**src/rtl/spi_reg_pkg.sv**
```systemverilog
// spi_reg_pkg: shared constants for the SPI configuration-register controller.
//   ADDR_W      width of the register address carried in a command byte
//   CMD_WR_BIT  command-byte bit selecting write (1) or read (0)
//   ST_*        controller FSM state encodings (CMD, WDATA, RDATA, IGNORE)
package spi_reg_pkg;

    localparam int unsigned ADDR_W     = 7;
    localparam int unsigned CMD_WR_BIT = 7;

    typedef logic [1:0] state_t;

    localparam state_t ST_CMD    = 2'd0;
    localparam state_t ST_WDATA  = 2'd1;
    localparam state_t ST_RDATA  = 2'd2;
    localparam state_t ST_IGNORE = 2'd3;

endpackage

```
**src/rtl/spi_reg_ctrl_if.sv**
```systemverilog
// spi_reg_ctrl_if: byte stream in, register file and status out.
//   byte_in/byte_valid  completed byte from the serial-to-parallel front end
//   regs                flattened register array, reg k at [8k+7:8k]
//   wr_strobe/wr_addr   one-cycle write pulse and address of the last write
//   err                 sticky address-overrun flag
//   miso                readback serial data
// Modports: master drives bytes (front end / bench), slave is the controller.
interface spi_reg_ctrl_if
    import spi_reg_pkg::*;
#(
    parameter int unsigned NUM_REGS = 16
);

    logic [7:0]            byte_in;
    logic                  byte_valid;
    logic [NUM_REGS*8-1:0] regs;
    logic                  wr_strobe;
    logic [ADDR_W-1:0]     wr_addr;
    logic                  err;
    logic                  miso;

    modport master (
        output byte_in,
        output byte_valid,
        input  regs,
        input  wr_strobe,
        input  wr_addr,
        input  err,
        input  miso
    );

    modport slave (
        input  byte_in,
        input  byte_valid,
        output regs,
        output wr_strobe,
        output wr_addr,
        output err,
        output miso
    );

endinterface

```
**src/rtl/spi_readback_shifter.sv**
```systemverilog
// spi_readback_shifter: 8-bit parallel-load, MSB-first shift register for readback.
//   sclk    SPI clock, posedge
//   rstn    asynchronous active-low clear (full reset combined with frame reset)
//   i_load  load i_data this edge instead of shifting
//   i_data  register value to serialise
//   o_miso  current MSB of the shifter
module spi_readback_shifter (
    input  logic       sclk,
    input  logic       rstn,
    input  logic       i_load,
    input  logic [7:0] i_data,
    output logic       o_miso
);

    logic [7:0] r_sh;

    always_ff @(posedge sclk or negedge rstn) begin
        if (!rstn) begin
            r_sh <= 8'h00;
        end else if (i_load) begin
            r_sh <= i_data;
        end else begin
            r_sh <= {r_sh[6:0], 1'b0};
        end
    end

    assign o_miso = r_sh[7];

endmodule

```
**src/rtl/spi_reg_ctrl.sv**
```systemverilog
// spi_reg_ctrl: command decoder and configuration-register file behind the SPI
// serial-to-parallel front end. First byte of a frame is a command (bit7 write,
// bits 6:0 start address); following bytes are written with address auto-increment.
//   sclk        SPI clock, all state on posedge
//   rstn        asynchronous active-low full reset
//   frame_rstn  asynchronous active-low frame abort; resets FSM/address/shifter only
//   bus         spi_reg_ctrl_if.slave (byte stream in, regs/strobe/err/miso out)
// Build option: define SPI_REG_READBACK_EN to enable read commands and miso readback;
// otherwise reads are ignored and miso is tied low.
module spi_reg_ctrl
    import spi_reg_pkg::*;
#(
    parameter int unsigned NUM_REGS  = 16,
    parameter logic [7:0]  RESET_VAL = 8'h00
) (
    input logic           sclk,
    input logic           rstn,
    input logic           frame_rstn,
    spi_reg_ctrl_if.slave bus
);

    localparam logic [ADDR_W-1:0] LAST_ADDR = ADDR_W'(NUM_REGS - 1);

    logic [7:0]        r_regs [NUM_REGS];
    logic              r_wr_strobe;
    logic [ADDR_W-1:0] r_wr_addr;
    logic              r_err;
    state_t            r_state;
    logic [ADDR_W-1:0] r_addr;
    // Set when a burst ran off the top of the array; a further byte then flags err.
    logic              r_ovf;

    logic              w_frame_rstn;
    logic              w_accept;
    logic              w_cmd_wr;
    logic [ADDR_W-1:0] w_cmd_addr;
    logic              w_cmd_in_range;
    logic              w_at_last;
    state_t            w_state_d;
    logic [ADDR_W-1:0] w_addr_d;
    logic              w_ovf_d;
    logic              w_wr_en;
    logic              w_err_set;
`ifdef SPI_REG_READBACK_EN
    logic              w_load;
    logic [ADDR_W-1:0] w_load_addr;
    logic [7:0]        w_load_data;
`endif

    // Frame-scoped state is cleared by either reset source.
    assign w_frame_rstn   = rstn & frame_rstn;
    assign w_accept       = bus.byte_valid & frame_rstn;
    assign w_cmd_wr       = bus.byte_in[CMD_WR_BIT];
    assign w_cmd_addr     = bus.byte_in[ADDR_W-1:0];
    assign w_cmd_in_range = ({1'b0, w_cmd_addr} < 8'(NUM_REGS));
    assign w_at_last      = (r_addr == LAST_ADDR);

    always_comb begin
        w_state_d = r_state;
        w_addr_d  = r_addr;
        w_ovf_d   = r_ovf;
        w_wr_en   = 1'b0;
        w_err_set = 1'b0;
`ifdef SPI_REG_READBACK_EN
        w_load      = 1'b0;
        w_load_addr = w_cmd_addr;
`endif
        if (w_accept) begin
            case (r_state)
                ST_CMD: begin
                    if (!w_cmd_in_range) begin
                        w_err_set = 1'b1;
                        w_state_d = ST_IGNORE;
                    end else if (w_cmd_wr) begin
                        w_state_d = ST_WDATA;
                        w_addr_d  = w_cmd_addr;
                    end else begin
`ifdef SPI_REG_READBACK_EN
                        w_state_d   = ST_RDATA;
                        w_addr_d    = w_cmd_addr;
                        w_load      = 1'b1;
                        w_load_addr = w_cmd_addr;
`else
                        w_state_d = ST_IGNORE;
`endif
                    end
                end
                ST_WDATA: begin
                    w_wr_en = 1'b1;
                    if (w_at_last) begin
                        w_state_d = ST_IGNORE;
                        w_ovf_d   = 1'b1;
                    end else begin
                        w_addr_d = r_addr + 1'b1;
                    end
                end
                ST_RDATA: begin
                    // Incoming byte is a dummy; advance and preload the next register.
                    if (w_at_last) begin
                        w_state_d = ST_IGNORE;
                        w_ovf_d   = 1'b1;
                    end else begin
                        w_addr_d = r_addr + 1'b1;
`ifdef SPI_REG_READBACK_EN
                        w_load      = 1'b1;
                        w_load_addr = r_addr + 1'b1;
`endif
                    end
                end
                default: begin
                    if (r_ovf) begin
                        w_err_set = 1'b1;
                    end
                end
            endcase
        end
    end

    always_ff @(posedge sclk or negedge w_frame_rstn) begin
        if (!w_frame_rstn) begin
            r_state <= ST_CMD;
            r_addr  <= '0;
            r_ovf   <= 1'b0;
        end else begin
            r_state <= w_state_d;
            r_addr  <= w_addr_d;
            r_ovf   <= w_ovf_d;
        end
    end

    always_ff @(posedge sclk or negedge rstn) begin
        if (!rstn) begin
            for (int k = 0; k < int'(NUM_REGS); k++) begin
                r_regs[k] <= RESET_VAL;
            end
            r_wr_strobe <= 1'b0;
            r_wr_addr   <= '0;
            r_err       <= 1'b0;
        end else begin
            r_wr_strobe <= w_wr_en;
            if (w_wr_en) begin
                r_wr_addr <= r_addr;
                for (int k = 0; k < int'(NUM_REGS); k++) begin
                    if (r_addr == ADDR_W'(k)) begin
                        r_regs[k] <= bus.byte_in;
                    end
                end
            end
            if (w_err_set) begin
                r_err <= 1'b1;
            end
        end
    end

    for (genvar k = 0; k < int'(NUM_REGS); k++) begin : g_flat
        assign bus.regs[8*k +: 8] = r_regs[k];
    end

    assign bus.wr_strobe = r_wr_strobe;
    assign bus.wr_addr   = r_wr_addr;
    assign bus.err       = r_err;

`ifdef SPI_REG_READBACK_EN
    always_comb begin
        w_load_data = 8'h00;
        for (int k = 0; k < int'(NUM_REGS); k++) begin
            if (w_load_addr == ADDR_W'(k)) begin
                w_load_data = r_regs[k];
            end
        end
    end

    spi_readback_shifter u_shifter (
        .sclk   (sclk),
        .rstn   (w_frame_rstn),
        .i_load (w_load),
        .i_data (w_load_data),
        .o_miso (bus.miso)
    );
`else
    assign bus.miso = 1'b0;
`endif

endmodule

```
**src/flat_wrapper.sv**
```systemverilog
// flat-port wrapper written by rule: the top's interface ports become plain ports
module spi_reg_ctrl_flat import spi_reg_pkg::*;
#(
    parameter int unsigned NUM_REGS  = 16,
    parameter logic [7:0]  RESET_VAL = 8'h00
)
  (sclk, rstn, frame_rstn, bus_byte_in, bus_byte_valid, bus_regs, bus_wr_strobe, bus_wr_addr, bus_err, bus_miso);
  spi_reg_ctrl_if #(.NUM_REGS(NUM_REGS)) bus_i ();
  input logic sclk;
  input logic rstn;
  input logic frame_rstn;
  input wire logic [$bits(bus_i.byte_in)-1:0] bus_byte_in;
  input wire logic [$bits(bus_i.byte_valid)-1:0] bus_byte_valid;
  output wire logic [$bits(bus_i.regs)-1:0] bus_regs;
  output wire logic [$bits(bus_i.wr_strobe)-1:0] bus_wr_strobe;
  output wire logic [$bits(bus_i.wr_addr)-1:0] bus_wr_addr;
  output wire logic [$bits(bus_i.err)-1:0] bus_err;
  output wire logic [$bits(bus_i.miso)-1:0] bus_miso;
  assign bus_i.byte_in = bus_byte_in;
  assign bus_i.byte_valid = bus_byte_valid;
  assign bus_regs = bus_i.regs;
  assign bus_wr_strobe = bus_i.wr_strobe;
  assign bus_wr_addr = bus_i.wr_addr;
  assign bus_err = bus_i.err;
  assign bus_miso = bus_i.miso;
  spi_reg_ctrl #(.NUM_REGS(NUM_REGS), .RESET_VAL(RESET_VAL)) u_core (.sclk(sclk), .rstn(rstn), .frame_rstn(frame_rstn), .bus(bus_i));
endmodule
```
**config.mk**
```make
export PLATFORM = sky130hd
export DESIGN_NAME = spi_reg_ctrl_flat
export DESIGN_NICKNAME = d
export VERILOG_FILES = /design/src/rtl/spi_reg_pkg.sv /design/src/rtl/spi_reg_ctrl_if.sv /design/src/rtl/spi_readback_shifter.sv /design/src/rtl/spi_reg_ctrl.sv /design/src/flat_wrapper.sv
export SDC_FILE = /design/constraint.sdc
export NUM_CORES = 1
export LEC_CHECK = 0
export CORE_ASPECT_RATIO = 1.2
export CORE_MARGIN = 4
export CORE_UTILIZATION = 44
export CTS_BUF_LIST = sky130_fd_sc_hd__clkbuf_8 sky130_fd_sc_hd__clkbuf_16
export CTS_CLUSTER_DIAMETER = 40
export DETAILED_ROUTE_END_ITERATION = 10
export HOLD_SLACK_MARGIN = 0.1
export PLACE_DENSITY = 0.76
export SLEW_MARGIN = 30
export SYNTH_ARGS = -nofsm -noshare
export SYNTH_HDL_FRONTEND = slang
export SYNTH_HIERARCHICAL = 1
export SYNTH_SLANG_ARGS = --single-unit
```
**constraint.sdc**
```tcl
create_clock -name sclk -period 2.1 [get_ports sclk]
set_clock_uncertainty 0.2 [all_clocks]
set_input_delay 0.42 -clock sclk [delete_from_list [all_inputs] [get_ports sclk]]
set_output_delay 0.42 -clock sclk [all_outputs]
set_load 0.005 [all_outputs]
```
==> flow_metrics.tcl, run 1 <==
set metrics [dict create \
    outcome "complete, but fails checks" \
    violations "negative setup slack" \
    num_vias 4017 \
    fillers 1005 \
    fin_crit_sh_pct 101 \
    preCtsSetupSlack_ns -0.442 \
    routedWlPerCell_um 20.2 \
    grt_pass1_wl_mm 24.2 \
    yosysSeqAreaShare_pct 61.4 \
    area_growth_pct 45.0 \
    ir_worst_vdd_mv 0.695 \
    clockBufferDepth 2 \
    first_iter_violations 257 \
    ios 150 \
    place_area_sq_um 7920 \
    slew_viol_final 0 \
    detail_route.vias_per_cell 5.23 \
    final_cell_mix "147 x clkdlybuf4s50_1, 147 x dfrtp_1, 124 x mux2_2" \
    n_antenna_cell 0 \
    setup_viol 5 \
    die_area_sq_um 15600 \
    p_per_area_nw_per_um2 733 \
    critPathKind "flip-flop to flip-flop" \
    grt.overflow.total 0 \
    cp.arrival_ns 2.20 \
    yosys_warnings 6 \
    r2r_cells 6 \
    core_area_sq_um 13300 \
    max_freq_ghz 0.473 \
    fin_crit_ns 2.11 \
    max_slew_margin_pct 65.7 \
    max_slew.worst_pin.slew_ns 0.514 \
    port_buffers 148 \
    fp-row-count 46 \
    synth_cell_types 42 \
    cap_violations 0 \
    drt_first_pass_iters 4 \
    grt_max_degree 83 \
    hold_violations 0 \
    cts_root_buf "clkbuf_16" \
    ys.flop_type "dfrtp_1" \
    cp_max_fo 8 \
    grt_setup_unrepaired "yes" \
    final_cell_count_no_fill 768 \
    hold_path.class "primary input to async pin" \
    grt_use_total_pct 20.5 \
    synth_area_sq_um 5990 \
    design_area_sq_um 8680 \
    htree_num_levels 4 \
    setup_tns_ns -0.0234 \
    final-seq-area_sq_um 3680 \
    place_congestion 0.857 \
    crit-reg2reg-launch "u_core/r_addr[6]" \
    crit_path_start_kind "flip-flop" \
    grt_pass1_vias 4287 \
    drc 0 \
    hold_slack_ns 0.262 \
    drtAntennaViolNets 0 \
    synth_seq_cells 147 \
    reg2reg_to "u_core/bus.regs[56]" \
    fin_ws_ns -0.0139 \
    clk_latency_ns 0.41 \
    end_kind "flip-flop" \
    die_y_um 136 \
    place_inst 730 \
    clkTransAtPathRegs_ns 0.06 \
    start_util_pct 45.1 \
    required_ns 2.19 \
    die-width_um 115 \
    synthesis.nets 422 \
    antenna_found_initial 0 \
    p_leak_nw 4.08 \
    multi_input_area_sq_um 2300 \
    numCtsBuffers 17 \
    synth_cells 403 \
    async_flop_share_pct 100 \
    hpwl_mm 11.1 \
    route.final.wire_length_mm 15.5 \
    tritoncts "built" \
    avgSynthCellArea_sq_um 14.9 \
    drive_gt1_share_pct 37.0 \
    cts.sink_count 147 \
    fin_nets 606 \
    r2r_slack_ns -0.01 \
    synth_edf_count 0 \
]
[registers in the layout (all words and copies together) (netlist names)]
name,count
u_core/r_ovf,1
u_core/bus.regs,128
u_core/bus.err,1
u_core/r_addr,7
u_core/bus.wr_strobe,1
u_core/r_state,2
u_core/bus.wr_addr,7
[layout make-up]
| class | instances | share of cell area [%] |
|---|---|---|
| Clock buffer | 19 | 5.22 |
| Tap cell | 168 | 2.42 |
| Timing Repair Buffer | 185 | 21.8 |
| Sequential cell | 147 | 42.4 |
| Multi-Input combinational cell | 229 | 26.4 |
| Inverter | 7 | 0.303 |
| Clock inverter | 13 | 1.44 |
[kinds of logic (layout without fill, tap and decap cells)]
logic type / after synthesis / count (layout) / share of synthesized area [%]
flops: 147 / 147 / 61.4
mux: 136 / 136 / 25.5
simple gates: 57 / 57 / 6.20
buf+inv: 28 / 224 / 2.15
compound gates: 27 / 28 / 3.17
fa+ha+maj: 7 / 7 / 1.46
other cells: 1 / 1 / 0.0626
[layer usage]
layer / part of all wire, % / GRT usage, % / vias up / wire (um)
met5: 0 / 0 / - / 0
met4: 1.2 / 6.01 / 0 / 184
met3: 6.4 / 6.01 / 19 / 995
met2: 53 / 35.2 / 140 / 8180
met1: 40 / 24.9 / 2042 / 6120
li1: - / - / 1816 / -
[worst max path at each step]
stage / depth (start not counted) / startpoint / end
2_1_floorplan: 5 / bus_byte_in[6] / u_core/r_addr[3]
3_3_place_gp: 4 / bus_byte_in[5] / u_core/r_addr[3]
3_5_place_dp: 4 / bus_byte_in[5] / u_core/r_addr[3]
4_1_cts: 6 / u_core/r_state[1] / u_core/bus.regs[94]
5_1_grt: 6 / u_core/r_addr[5] / u_core/bus.regs[56]
6_report: 6 / u_core/r_addr[6] / u_core/bus.regs[56]
[timing repair]
| item | in CTS | in global routing |
|---|---|---|
| setup buffers | 1 | 3 |
| hold buffers | 1 | 0 |
| cloned | 0 | 1 |
| setup endpoints to repair | 114 | 130 |
| pin swaps | 0 | 6 |
| resized for setup | 5 | 16 |
| endpoints found under the hold margin | 30 | 0 |
[per-stage QoR]
step	util, %	power, W
after global placement	59.6	0.00346
after CTS	64.2	0.00640
after detailed placement	59.6	0.00348
final	65.3	0.00637
after global routing	65.3	0.00660
after floorplan	-	0.00321
[worst max-delay path, stage by stage (launching register included)]
cell	delay, ns
dfrtp_1	0.41
or3_4	0.44
nor3_4	0.21
buf_12	0.14
buf_4	0.12
nand3_4	0.14
mux2_2	0.33
[cells in the mapped netlist (3+ instances only)]
library cell	instances	area (sq um)
clkbuf_1	14	52.6
inv_1	7	26.3
mux2_1	10	113
a21oi_1	5	25.0
nor3_1	6	30.0
buf_2	4	20.0
nand2_1	9	33.8
ha_1	7	87.6
nand3_2	8	80.1
and3_1	3	18.8
nand3_1	5	25.0
nor2_2	8	50.1
o21ai_0	7	35.0
mux2_2	125	1410
dfrtp_1	147	3680
nor2_1	5	18.8
[report_power, final]
part	switching [W]	total (W)	internal, W
Clock	0.00119	0.00290	0.00171
Sequential	0.0000536	0.00294	0.00289
Combinational	0.000305	0.000521	0.000216
Total	0.00155	0.00637	0.00482
(Power assumes the default switching activity.)
==> run 2, diff against run 1 <==
--- a/config.mk
+++ b/config.mk
@@ -9,7 +9,6 @@
 export CORE_MARGIN = 4
 export CORE_UTILIZATION = 44
 export CTS_BUF_LIST = sky130_fd_sc_hd__clkbuf_8 sky130_fd_sc_hd__clkbuf_16
-export CTS_CLUSTER_DIAMETER = 40
 export DETAILED_ROUTE_END_ITERATION = 10
 export HOLD_SLACK_MARGIN = 0.1
 export PLACE_DENSITY = 0.76
==> results of run 2 <==
Same layout as run 1: the final DEF is identical, and so are final timing and power.
==> run 3, diff against run 2 <==
--- a/config.mk
+++ b/config.mk
@@ -6,7 +6,7 @@
 export NUM_CORES = 1
 export LEC_CHECK = 0
 export CORE_ASPECT_RATIO = 1.2
-export CORE_MARGIN = 4
+export CORE_MARGIN = 2
 export CORE_UTILIZATION = 44
 export CTS_BUF_LIST = sky130_fd_sc_hd__clkbuf_8 sky130_fd_sc_hd__clkbuf_16
 export DETAILED_ROUTE_END_ITERATION = 10
==> flow_metrics.tcl, run 3 (synthesis results as in run 1) <==
set metrics [dict create \
    crit_start "u_core/r_addr[5]" \
    cts.sink_count 147 \
    fin_nets 614 \
    die-width_um 111 \
    drive_gt1_share_pct 38.7 \
    clk_latency_ns 0.42 \
    multi_input_area_sq_um 2280 \
    port_buffers 148 \
    met3_usage_pct 6.80 \
    p_per_area_nw_per_um2 730 \
    n_antenna_cell 0 \
    detail_route.vias_per_cell 5.27 \
    p_int_w 0.00473 \
    violations "negative setup slack" \
    grt_use_total_pct 21.0 \
    fin_crit_ns 2.10 \
    cp.arrival_ns 2.20 \
    grt-busiest-layer "met2" \
    fin_util_pct 65.8 \
    route.final.wire_length_mm 15.2 \
    fin_ws_ns -0.00150 \
    place_area_sq_um 7940 \
    max_freq_ghz 0.476 \
    p_sw_w 0.00163 \
    hold_violations 0 \
    p_seq_share_pct 46.2 \
    area_growth_pct 45.5 \
    tritoncts "built" \
    cts_root_buf "clkbuf_16" \
    hpwl_mm 10.7 \
    outcome "complete, but fails checks" \
    hold_path.class "primary input to async pin" \
    clkTransAtPathRegs_ns 0.07 \
    p_leak_nw 4.11 \
    first_iter_violations 193 \
    drtAntennaViolNets 0 \
    final-seq-area_sq_um 3680 \
    ir_worst_vdd_mv 0.443 \
    grt_pass1_wl_mm 23.8 \
    grt_setup_unrepaired "yes" \
    clockBufferDepth 2 \
    design_area_sq_um 8710 \
    sw_frac_of_total_pct 25.6 \
    setup_viol 1 \
    fillers 1021 \
    r2r_slack_ns -0.001 \
    die_y_um 132 \
    use_met1_pct 25.5 \
    grt_max_degree 82 \
    power_frac_comb_pct 8.5 \
    fp-row-count 46 \
    totalPowerFinal_w 0.00636 \
    grt_pass1_vias 4211 \
    fin_crit_sh_pct 100 \
    ios 150 \
    core_area_sq_um 13200 \
    antenna_found_initial 0 \
    drt_first_pass_iters 4 \
    largest_reg_flops 128 \
    cap_violations 0 \
    cp-endpoint "u_core/bus.regs[70]" \
    die_area_sq_um 14600 \
    start_util_pct 45.3 \
    grt_use_met2_pct 35.4 \
    htree_num_levels 4 \
    required_ns 2.20 \
    grt.overflow.total 0 \
    final_cell_mix "147 x clkdlybuf4s50_1, 147 x dfrtp_1, 125 x mux2_2" \
    r2r_cells 5 \
    numCtsBuffers 17 \
    reg2reg_to "u_core/bus.regs[70]" \
    cp_max_fo 8 \
    crit-reg2reg-launch "u_core/r_addr[5]" \
    place_congestion 0.904 \
    routedWlPerCell_um 19.6 \
    slew_viol_final 0 \
    drc 0 \
    critPathKind "flip-flop to flip-flop" \
    end_kind "flip-flop" \
    pwr-share-clk_pct 45.3 \
    crit_path_start_kind "flip-flop" \
    num_vias 4089 \
]
==> run 3: cell types whose count changed in the layout (fill, tap and decap cells not counted), sizes merged <==
cell      previous run  this run
inv                 13        16
bufinv               1         0
clkinvlp             2         1
a211o                3         2
buf                 37        46
clkinv               4         3
==> run 3: worst max-delay path: stages (launching register included) <==
cell and delay [ns]:
dfrtp_1 0.39, or3_4 0.43, nor3_4 0.30, buf_6 0.16
nand3_4 0.15, mux2_4 0.34
==> run 3: worst min path at each step <==
| stage | start | end | slack [ns] |
|---|---|---|---|
| final | rstn | u_core/bus.regs[12] | 0.22 |
| after global routing | rstn | u_core/bus.regs[12] | 0.22 |
| after detailed placement | rstn | u_core/bus.regs[12] | 0.1 |
| after CTS | rstn | u_core/bus.regs[12] | 0.22 |
| after floorplan | rstn | u_core/bus.err | -0.08 |
| after global placement | rstn | u_core/bus.regs[12] | 0.09 |
==> run 3: metrics by stage <==
step / instances / TNS (ns) / hold slack, ns / worst slack, ns
2_1_floorplan: 403 / 0 / -0.0756 / 0.00229
5_1_grt: 776 / -1.36 / 0.223 / -0.0538
3_3_place_gp: 733 / -28.24 / 0.0946 / -0.387
3_5_place_dp: 733 / -30.79 / 0.0982 / -0.394
6_report: 776 / -0.00150 / 0.217 / -0.00150
4_1_cts: 768 / -0.252 / 0.218 / -0.0371
==> run 3: layer usage <==
| layer | share of wire (%) | wire length [um] |
|---|---|---|
| met2 | 52 | 7850 |
| met4 | 1.6 | 236 |
| met3 | 6.6 | 998 |
| met1 | 40 | 6130 |
| met5 | 0 | 0 |
==> run 3: timing repair <==
action	in CTS	in global routing
hold buffers	1	0
pin swaps	3	4
hold endpoints to repair	137	0
gates resized for setup	6	19
buffers inserted	2	8
endpoints found under the setup margin	111	134
==> run 3: layout make-up <==
type                    instances  share of cell area (%)
inverters                       7                   0.302
flip-flops and latches        147                    42.2
multi-input cells             228                    26.2
repair buffers                194                    22.4
well taps                     168                    2.41
clock inverters                13                    1.29
clock buffers                  19                    5.20
==> run 3: power by group through the flow <==
stage / Clock, W / Sequential, W / Combinational [W]
floorplan: 0 / 0.00298 / 0.000227
global placement: 0 / 0.00299 / 0.000476
detailed placement: 0 / 0.00299 / 0.000493
CTS: 0.00293 / 0.00294 / 0.000503
global route: 0.00306 / 0.00295 / 0.000591
finish: 0.00288 / 0.00294 / 0.000541
